**src/rtl/pop_sequencer.sv**
```systemverilog
// Stack POP micro-sequencer: two byte reads from SP and SP+1, each followed by an SP
// increment, then a single register-pair write and hand-off to opcode fetch.
module pop_sequencer (
    input  logic        i_Clk,
    input  logic        i_Reset,
    input  logic        i_Start,
    input  logic [1:0]  i_P,
    input  logic [15:0] i_SP,
    input  logic [7:0]  i_Bus_Data,
    input  logic        i_Stall,
    output logic [15:0] o_Address,
    output logic        o_Address_Out,
    output logic        o_Mem_Read,
    output logic [15:0] o_SP_Next,
    output logic        o_SP_Write,
    output logic [15:0] o_Reg_Data,
    output logic [1:0]  o_Reg_Sel,
    output logic        o_Reg_Write,
    output logic        o_IR_Fetch,
    output logic        o_Busy,
    output logic [3:0]  o_Cycle_Step
);

    typedef enum logic [1:0] {
        IDLE    = 2'd0,
        READ_LO = 2'd1,
        READ_HI = 2'd2,
        DONE    = 2'd3
    } state_t;

    localparam logic [3:0] STEP_1 = 4'b0001;
    localparam logic [3:0] STEP_2 = 4'b0010;
    localparam logic [3:0] STEP_3 = 4'b0100;
    localparam logic [3:0] STEP_4 = 4'b1000;

    state_t      state, state_n;
    logic [3:0]  step_n;
    logic [15:0] ptr, ptr_n;
    logic [7:0]  lo_byte, lo_n;
    logic [7:0]  hi_byte, hi_n;
    logic [1:0]  sel_n;

    logic [15:0] address_n;
    logic        address_out_n;
    logic        mem_read_n;
    logic [15:0] sp_next_n;
    logic        sp_write_n;
    logic [15:0] reg_data_n;
    logic        reg_write_n;
    logic        ir_fetch_n;
    logic        busy_n;

    // Next-state: sequencing advances only on non-stalled edges.
    always_comb begin
        state_n = state;
        step_n  = o_Cycle_Step;
        ptr_n   = ptr;
        lo_n    = lo_byte;
        hi_n    = hi_byte;
        sel_n   = o_Reg_Sel;
        if (!i_Stall) begin
            case (state)
                IDLE: begin
                    if (i_Start) begin
                        ptr_n   = i_SP;
                        sel_n   = i_P;
                        state_n = READ_LO;
                        step_n  = STEP_1;
                    end
                end
                READ_LO, READ_HI: begin
                    case (o_Cycle_Step)
                        STEP_1: step_n = STEP_2;
                        STEP_2: begin
                            if (state == READ_LO) lo_n = i_Bus_Data;
                            else                  hi_n = i_Bus_Data;
                            step_n = STEP_3;
                        end
                        STEP_3: begin
                            ptr_n  = ptr + 16'd1;
                            step_n = STEP_4;
                        end
                        default: begin
                            step_n  = STEP_1;
                            state_n = (state == READ_LO) ? READ_HI : DONE;
                        end
                    endcase
                end
                default: begin
                    state_n = IDLE;
                    step_n  = STEP_1;
                end
            endcase
        end
    end

    // Outputs are decoded from the upcoming state so they can be registered.
    always_comb begin
        address_n     = 16'd0;
        address_out_n = 1'b0;
        mem_read_n    = 1'b0;
        sp_next_n     = 16'd0;
        sp_write_n    = 1'b0;
        reg_data_n    = 16'd0;
        reg_write_n   = 1'b0;
        ir_fetch_n    = 1'b0;
        busy_n        = (state_n != IDLE);
        if (state_n == READ_LO || state_n == READ_HI) begin
            case (step_n)
                STEP_1: begin
                    address_n     = ptr_n;
                    address_out_n = 1'b1;
                end
                STEP_2: begin
                    address_n     = ptr_n;
                    address_out_n = 1'b1;
                    mem_read_n    = 1'b1;
                end
                STEP_3: begin
                    sp_next_n  = ptr_n + 16'd1;
                    sp_write_n = 1'b1;
                end
                default: ;
            endcase
        end else if (state_n == DONE) begin
            reg_write_n = 1'b1;
            ir_fetch_n  = 1'b1;
            // The flag register of AF has no storage in its low nibble.
            reg_data_n  = {hi_n, (sel_n == 2'b11) ? {lo_n[7:4], 4'b0000} : lo_n};
        end
    end

    always_ff @(posedge i_Clk or posedge i_Reset) begin
        if (i_Reset) begin
            state         <= IDLE;
            o_Cycle_Step  <= STEP_1;
            ptr           <= 16'd0;
            lo_byte       <= 8'd0;
            hi_byte       <= 8'd0;
            o_Reg_Sel     <= 2'b00;
            o_Address     <= 16'd0;
            o_Address_Out <= 1'b0;
            o_Mem_Read    <= 1'b0;
            o_SP_Next     <= 16'd0;
            o_SP_Write    <= 1'b0;
            o_Reg_Data    <= 16'd0;
            o_Reg_Write   <= 1'b0;
            o_IR_Fetch    <= 1'b0;
            o_Busy        <= 1'b0;
        end else if (!i_Stall) begin
            state         <= state_n;
            o_Cycle_Step  <= step_n;
            ptr           <= ptr_n;
            lo_byte       <= lo_n;
            hi_byte       <= hi_n;
            o_Reg_Sel     <= sel_n;
            o_Address     <= address_n;
            o_Address_Out <= address_out_n;
            o_Mem_Read    <= mem_read_n;
            o_SP_Next     <= sp_next_n;
            o_SP_Write    <= sp_write_n;
            o_Reg_Data    <= reg_data_n;
            o_Reg_Write   <= reg_write_n;
            o_IR_Fetch    <= ir_fetch_n;
            o_Busy        <= busy_n;
        end
    end

endmodule

```
**config.mk**
```make
export PLATFORM = sky130hd
export DESIGN_NAME = pop_sequencer
export DESIGN_NICKNAME = d
export VERILOG_FILES = /design/src/rtl/pop_sequencer.sv
export SDC_FILE = /design/constraint.sdc
export NUM_CORES = 1
export LEC_CHECK = 0
export CORE_ASPECT_RATIO = 0.6
export CORE_UTILIZATION = 48
export CTS_CLUSTER_SIZE = 8
export DETAILED_ROUTE_END_ITERATION = 16
export GPL_TIMING_DRIVEN = 0
export PLACE_DENSITY_LB_ADDON = 0.2
export SETUP_SLACK_MARGIN = 0.15
export SYNTH_ARGS = -nofsm -noshare
export SYNTH_HDL_FRONTEND = slang
export SYNTH_SLANG_ARGS = --single-unit
```
**constraint.sdc**
```tcl
create_clock -name i_Clk -period 3.2 [get_ports i_Clk]
set_input_delay 0.64 -clock i_Clk [delete_from_list [all_inputs] [get_ports i_Clk]]
set_output_delay 0.64 -clock i_Clk [all_outputs]
set_load 0.005 [all_outputs]
```
# Word level (Yosys, flattened, before mapping)

Index checks and enable logic that the tools add are counted.

$add $sub $neg: 2
Equal/unequal tests: 12
Muxes and demuxes: 37
Reductions and logical operators: 6

Operators by type and width:

| operator              | number |
|---|---|
| $mux 16               | 9 |
| $mux 8                | 6 |
| $add 16x1->16 const B | 2 |
| $pmux 16 s2           | 1 |
| $mux 2                | 6 |
| $mux 4                | 3 |
| $pmux 4 s3            | 1 |
| $mux 1                | 9 |
| $eq 2x2->1 const B    | 4 |
| $eq 4x1->1 const B    | 2 |
| $eq 4x2->1 const B    | 2 |
| $eq 4x3->1 const B    | 2 |
| $pmux 4 s2            | 1 |
| $eq 2x1->1 const B    | 2 |
| $pmux 2 s2            | 1 |
| $reduce_or 2->1       | 2 |
| $reduce_or 3->1       | 1 |
| $logic_not 2->1       | 1 |
| $reduce_bool 2->1     | 1 |
| $logic_or 1x1->1      | 1 |

Bits in registers: 93

# Logic depth before layout (Yosys ltp)

Gate-level depths: netlist of run 1.

Word-level depth: 8
Mapped depth: 15
Depth with buffers taken out: 14

# Worst setup path after synthesis of run 1

No wires, ideal clock.

Kind: input-to-reg
Start point: input port i_Stall
End point: register o_SP_Next[11]
Data arrival time: 3.257 ns
Data required time: 3.131 ns
Setup slack: -0.127 ns
Cell stages on the path: 11
Cell sequence: clkbuf_1 clkbuf_1 clkbuf_1 o22a_1 inv_1 ha_1 inv_1 a2111oi_0 nand4_1 a211o_1 nand3_1

Cells in the longest elaborated chain, start to end: 4
Elaborated cells between the ends (all ways): 10
Classes of those cells: add/sub (1); eq/ne (3); mux (5); reduce/logical (1)

Ends and longest elaborated chain:

| element                                         | line | RTL |
|---|---|---|
| start: declaration                              | 10   | `input logic i_Stall,` |
| $mux 2 *                                        | 61   | `if (!i_Stall) begin` |
| net state_n[1]                                  | 36   | `state_t state, state_n;` |
| $eq 2x1->1 / $eq 2x2->1 (equally long branches) | 108  | `if (state_n == READ_LO \|\| state_n == READ_HI) begin` |
| $logic_or 1x1->1 *                              | 108  |  |
| $mux 16 *                                       | 108  |  |
| end signal: assignment                          | 160  | `o_SP_Next <= sp_next_n;` |
| end: declaration                                | 14   | `output logic [15:0] o_SP_Next,` |

The timed path passes the listed nets; every way through them passes the cells marked *.
A chain may end at the register's enable or synchronous reset.

# Final worst setup path of run 1

Start point: register o_Cycle_Step[1]
End point: register o_SP_Next[14]

Cells in the longest elaborated chain, start to end: 8
Elaborated cells between the ends (all ways): 21
Classes of those cells: add/sub (1); eq/ne (6); mux (12); reduce/logical (2)

Ends and longest elaborated chain:

| element                                               | line | RTL |
|---|---|---|
| start: declaration                                    | 21   | `output logic [3:0] o_Cycle_Step` |
| start signal: assignment                              | 152  | `o_Cycle_Step <= step_n;` |
| branches (longest 7 deep; another with $add 16x1->16) | --   |  |
| $mux 16 *                                             | 108  |  |

Every way passes the cells marked *.

==> reports/metrics.csv, run 1 <==
metric;value;unit
synthesized area per cell;10.1;µm²
Combinational Power Share;54.1;%
CP most frequent cell;buf_6;
WHS;0.481;ns
most area-hungry cell type in the Yosys netlist;dfrtp_1;
critical-path cell list;buf_4, or4b_1, buf_6, buf_6, nor4_4, mux2i_1, buf_4, o221ai_2, nor4_4, buf_6, a31oi_1, o31ai_1;
CP top delay family;simple AND/OR/NAND/NOR gates;
Die Wd;132;µm
total CTS buffers;9;
H-tree levels;3;
final worst path period need;3.11;ns
GRT Util Overall;28.8;%
Final Hold Vio Count;0;
Post-DP HPWL;10400;µm
final critical-path share of the clock period;97.1;%
Worst Reg-to-Reg Cells;12;
register area share after synthesis;47.8;%
switching power of the nets;0.00264;W
final setup fails;0;
Seq cells post-synth;93;
RSZ-0062 raised after global routing;true;
vias after detailed routing;4555;
cell count after synthesis;482;
critical path capture point type;flip-flop;
Setup Skew;0.00471;ns
CP required;3.43;ns
total die area;10600;µm²
number of I/O pins;90;
area grow syn2layout;44.5;%
clock-pin slew on the worst setup and hold paths;0.06;ns
share of layout cells above drive strength 1;25.2;%
vias in the first global route;4058;
Port Buffer Count;88;
GR Overflow Total;0;
Synth top area share;47.2;%
Critical Path AT;3.34;ns
routed length per instance;20.4;µm
Reg-to-Reg End;o_SP_Next[14];
CP endpoint;o_SP_Next[14];
setup slack at placement;-1.13;ns
Crit path depth;12;
Int Pwr;0.00370;W
Flop pwr share;29.5;%
die height;80.1;µm
Post-Syn Nets;520;
Pre-antenna DRT Iters;5;
Final Slew Violations;0;
Setup WS post-layout;0.0939;ns
Hold Path Class;flip-flop to flip-flop;
CTS Sinks;93;
Cell variety after synth;70;
number of synthesized flops with an enable pin;0;
top_reg_cell synth;dfrtp_1;
Max Cap Viol;0;
Crit path buffers/inverters;5;
Post-synth ARST share;100;%
Placer Congestion;0.910;
synthesized area;4870;µm²
worst slew pin tran;1.04;ns
pwr dens;900;nW/µm²
post-route antenna net violation count;0;
share of total power in the clock network;16.4;%
design area;7040;µm²
Sw Share;41.7;%
CP max stage delay;0.52;ns
Syn. warnings;0;
initial antenna violation count;0;
Routed WL;15700;µm
critical path peak fanout;10;
DRC;0;
overall power;0.00634;W
RR Startpoint;o_Cycle_Step[1];
TritonCTS clock tree;built;
clk root buf;clkbuf_16;
CP max-delay cell;or4b_1;
1st-iter DRT viols;307;
pin count of the biggest net entering global routing;44;
fmax;322;MHz
Clk Latency, worst-skew pair;0.34;ns
global-route wire length before repair;22800;µm
Pleak;3.03;nW
WS Path Type;flip-flop to flip-flop;
dpl cell area;5980;µm²
Synth area leaders;dfrtp_1, nand2_1, o21ai_0;
CTS Buffer Depth;2;
crit start category;flip-flop;
core box area;9840;µm²
maximum VDD drop;0.000420;V
Max-Slew Margin vs Limit;30.1;%
final net count;665;
DR vias/cell;5.94;
Ant. Diodes;0;
status;complete, no violations;
Starting Density;49.5;%
CP startpoint;o_Cycle_Step[1];
row cnt;28;
FF-to-FF setup slack;0.09;ns
==> layout by cell type, fill, tap and decap left out, types with 4 or more instances in the layout <==
cell and count:
and3_1 7, clkbuf_1 10, inv_2 4, dfrtp_1 91, mux2i_1 24, and4_1 5, mux2_2 19, a31oi_1 5
o21ai_0 32, o21ai_2 10, buf_6 13, nand2_1 70, nand2b_1 6, clkdlybuf4s50_1 87, clkbuf_16 9, nor2_1 15
o21ai_1 10, nand4_1 5, a21oi_1 5, inv_1 21, a22o_1 6, o211ai_1 4, nor4_4 5, xnor2_1 6
ha_1 4, nand3_1 10, o31ai_1 7, clkbuf_8 4, buf_4 39
==> synth_stat cells (all sizes together), types with 4 or more instances <==
master / n
nand2b: 6
a31oi: 6
a21oi: 9
and4: 5
mux2: 19
or3: 5
o21ai: 52
a221oi: 4
nand4: 5
nor4: 8
nor3b: 4
a22o: 6
o211ai: 4
clkbuf: 17
buf: 6
and3: 7
xnor2: 7
nand2: 70
dfrtp: 92
nor3: 7
a221o: 4
ha: 8
mux2i: 24
nor2: 17
nand3: 10
o31ai: 10
inv: 26
==> state kept, by name, summed over array words and instances, names as in the netlist <==
signal	count
o_IR_Fetch	1
o_SP_Write	1
hi_byte	8
o_Address_Out	1
state	2
o_Address	16
o_Reg_Sel	2
o_Busy	1
o_Reg_Data	16
ptr	16
lo_byte	8
o_SP_Next	16
o_Cycle_Step	4
o_Mem_Read	1
==> logic make-up (layout without fill, tap and decap cells) <==
kind of cell	count (synthesis)	count (layout)	share of synthesized area, %
and+or+nand+nor	160	160	17.8
AOI/OAI and AO/OA	121	121	17.4
DFF	93	93	47.8
buffers and inverters	49	199	4.18
muxes	43	43	9.32
adders and majority gates	8	8	2.05
xor gates and xnor gates	8	8	1.44
==> timing repair <==
action,in CTS,in global routing
endpoints found under the setup margin,47,44
cloned,0,2
setup buffers,11,32
resized for setup,41,81
pin swaps,7,20
hold buffers,0,0
==> area by class of cell <==
type	instances	area, µm²
Inverter	26	101
Tap cell	135	169
Timing Repair Buffer	135	1290
Buffer	22	179
Fill cell	710	2800
Clock buffer	12	256
Clock inverter	4	30.0
Multi-Input combinational cell	340	2680
Sequential cell	93	2330
==> worst min-delay path by stage <==
| stage | start | to | slack [ns] | depth (start not counted) |
|---|---|---|---|---|
| 2_1_floorplan | o_SP_Next[11] | o_SP_Next[11] | 0.47 | 2 |
| 3_3_place_gp | o_Address_Out | o_Address_Out | 0.46 | 2 |
| 3_5_place_dp | o_SP_Next[11] | o_SP_Next[11] | 0.47 | 2 |
| 4_1_cts | o_SP_Next[11] | o_SP_Next[11] | 0.49 | 2 |
| 5_1_grt | o_Reg_Data[13] | o_Reg_Data[13] | 0.51 | 2 |
| 6_report | o_Reg_Data[6] | o_Reg_Data[6] | 0.48 | 2 |
==> per-stage QoR <==
| stage | instances | TNS (ns) | utilization, % |
|---|---|---|---|
| 4_1_cts | 733 | 0 | 66.1 |
| 6_report | 767 | 0 | 71.5 |
| 3_3_place_gp | 705 | -34.52 | 60.3 |
| 3_5_place_dp | 707 | -37.31 | 60.7 |
| 2_1_floorplan | 482 | 0 | - |
| 5_1_grt | 767 | -0.00163 | 71.5 |
==> power groups by stage <==
stage / sequential, W / combinational (W) / clock (W)
2_1_floorplan: 0.00180 / 0.00155 / 0
3_3_place_gp: 0.00185 / 0.00237 / 0
3_5_place_dp: 0.00186 / 0.00242 / 0
4_1_cts: 0.00185 / 0.00267 / 0.00105
5_1_grt: 0.00191 / 0.00366 / 0.00109
6_report: 0.00187 / 0.00343 / 0.00104
==> tightest hold or removal path, delay by kind of cell, from the launching register on <==
kind	cells	cell delay, ns
flip-flops	1	0.34
AND/OR/NAND/NOR	1	0.05
AO/OA/AOI/OAI	1	0.05
==> layer usage <==
| metal | track usage [%] | share of wire (%) |
|---|---|---|
| met5 | 0 | 0 |
| met1 | 44.3 | 47 |
| met4 | 6.28 | 1.2 |
| met3 | 6.88 | 8.1 |
| met2 | 40.2 | 43 |
No activity file was read; power rests on OpenSTA's default activity.
==> run 2, diff against run 1 <==
--- a/config.mk
+++ b/config.mk
@@ -7,6 +7,7 @@
 export LEC_CHECK = 0
 export CORE_ASPECT_RATIO = 0.6
 export CORE_UTILIZATION = 48
+export CTS_CLUSTER_DIAMETER = 200
 export CTS_CLUSTER_SIZE = 8
 export DETAILED_ROUTE_END_ITERATION = 16
 export GPL_TIMING_DRIVEN = 0
==> results of run 2 <==
Same layout as run 1: the final DEF is identical, and so are final timing and power.
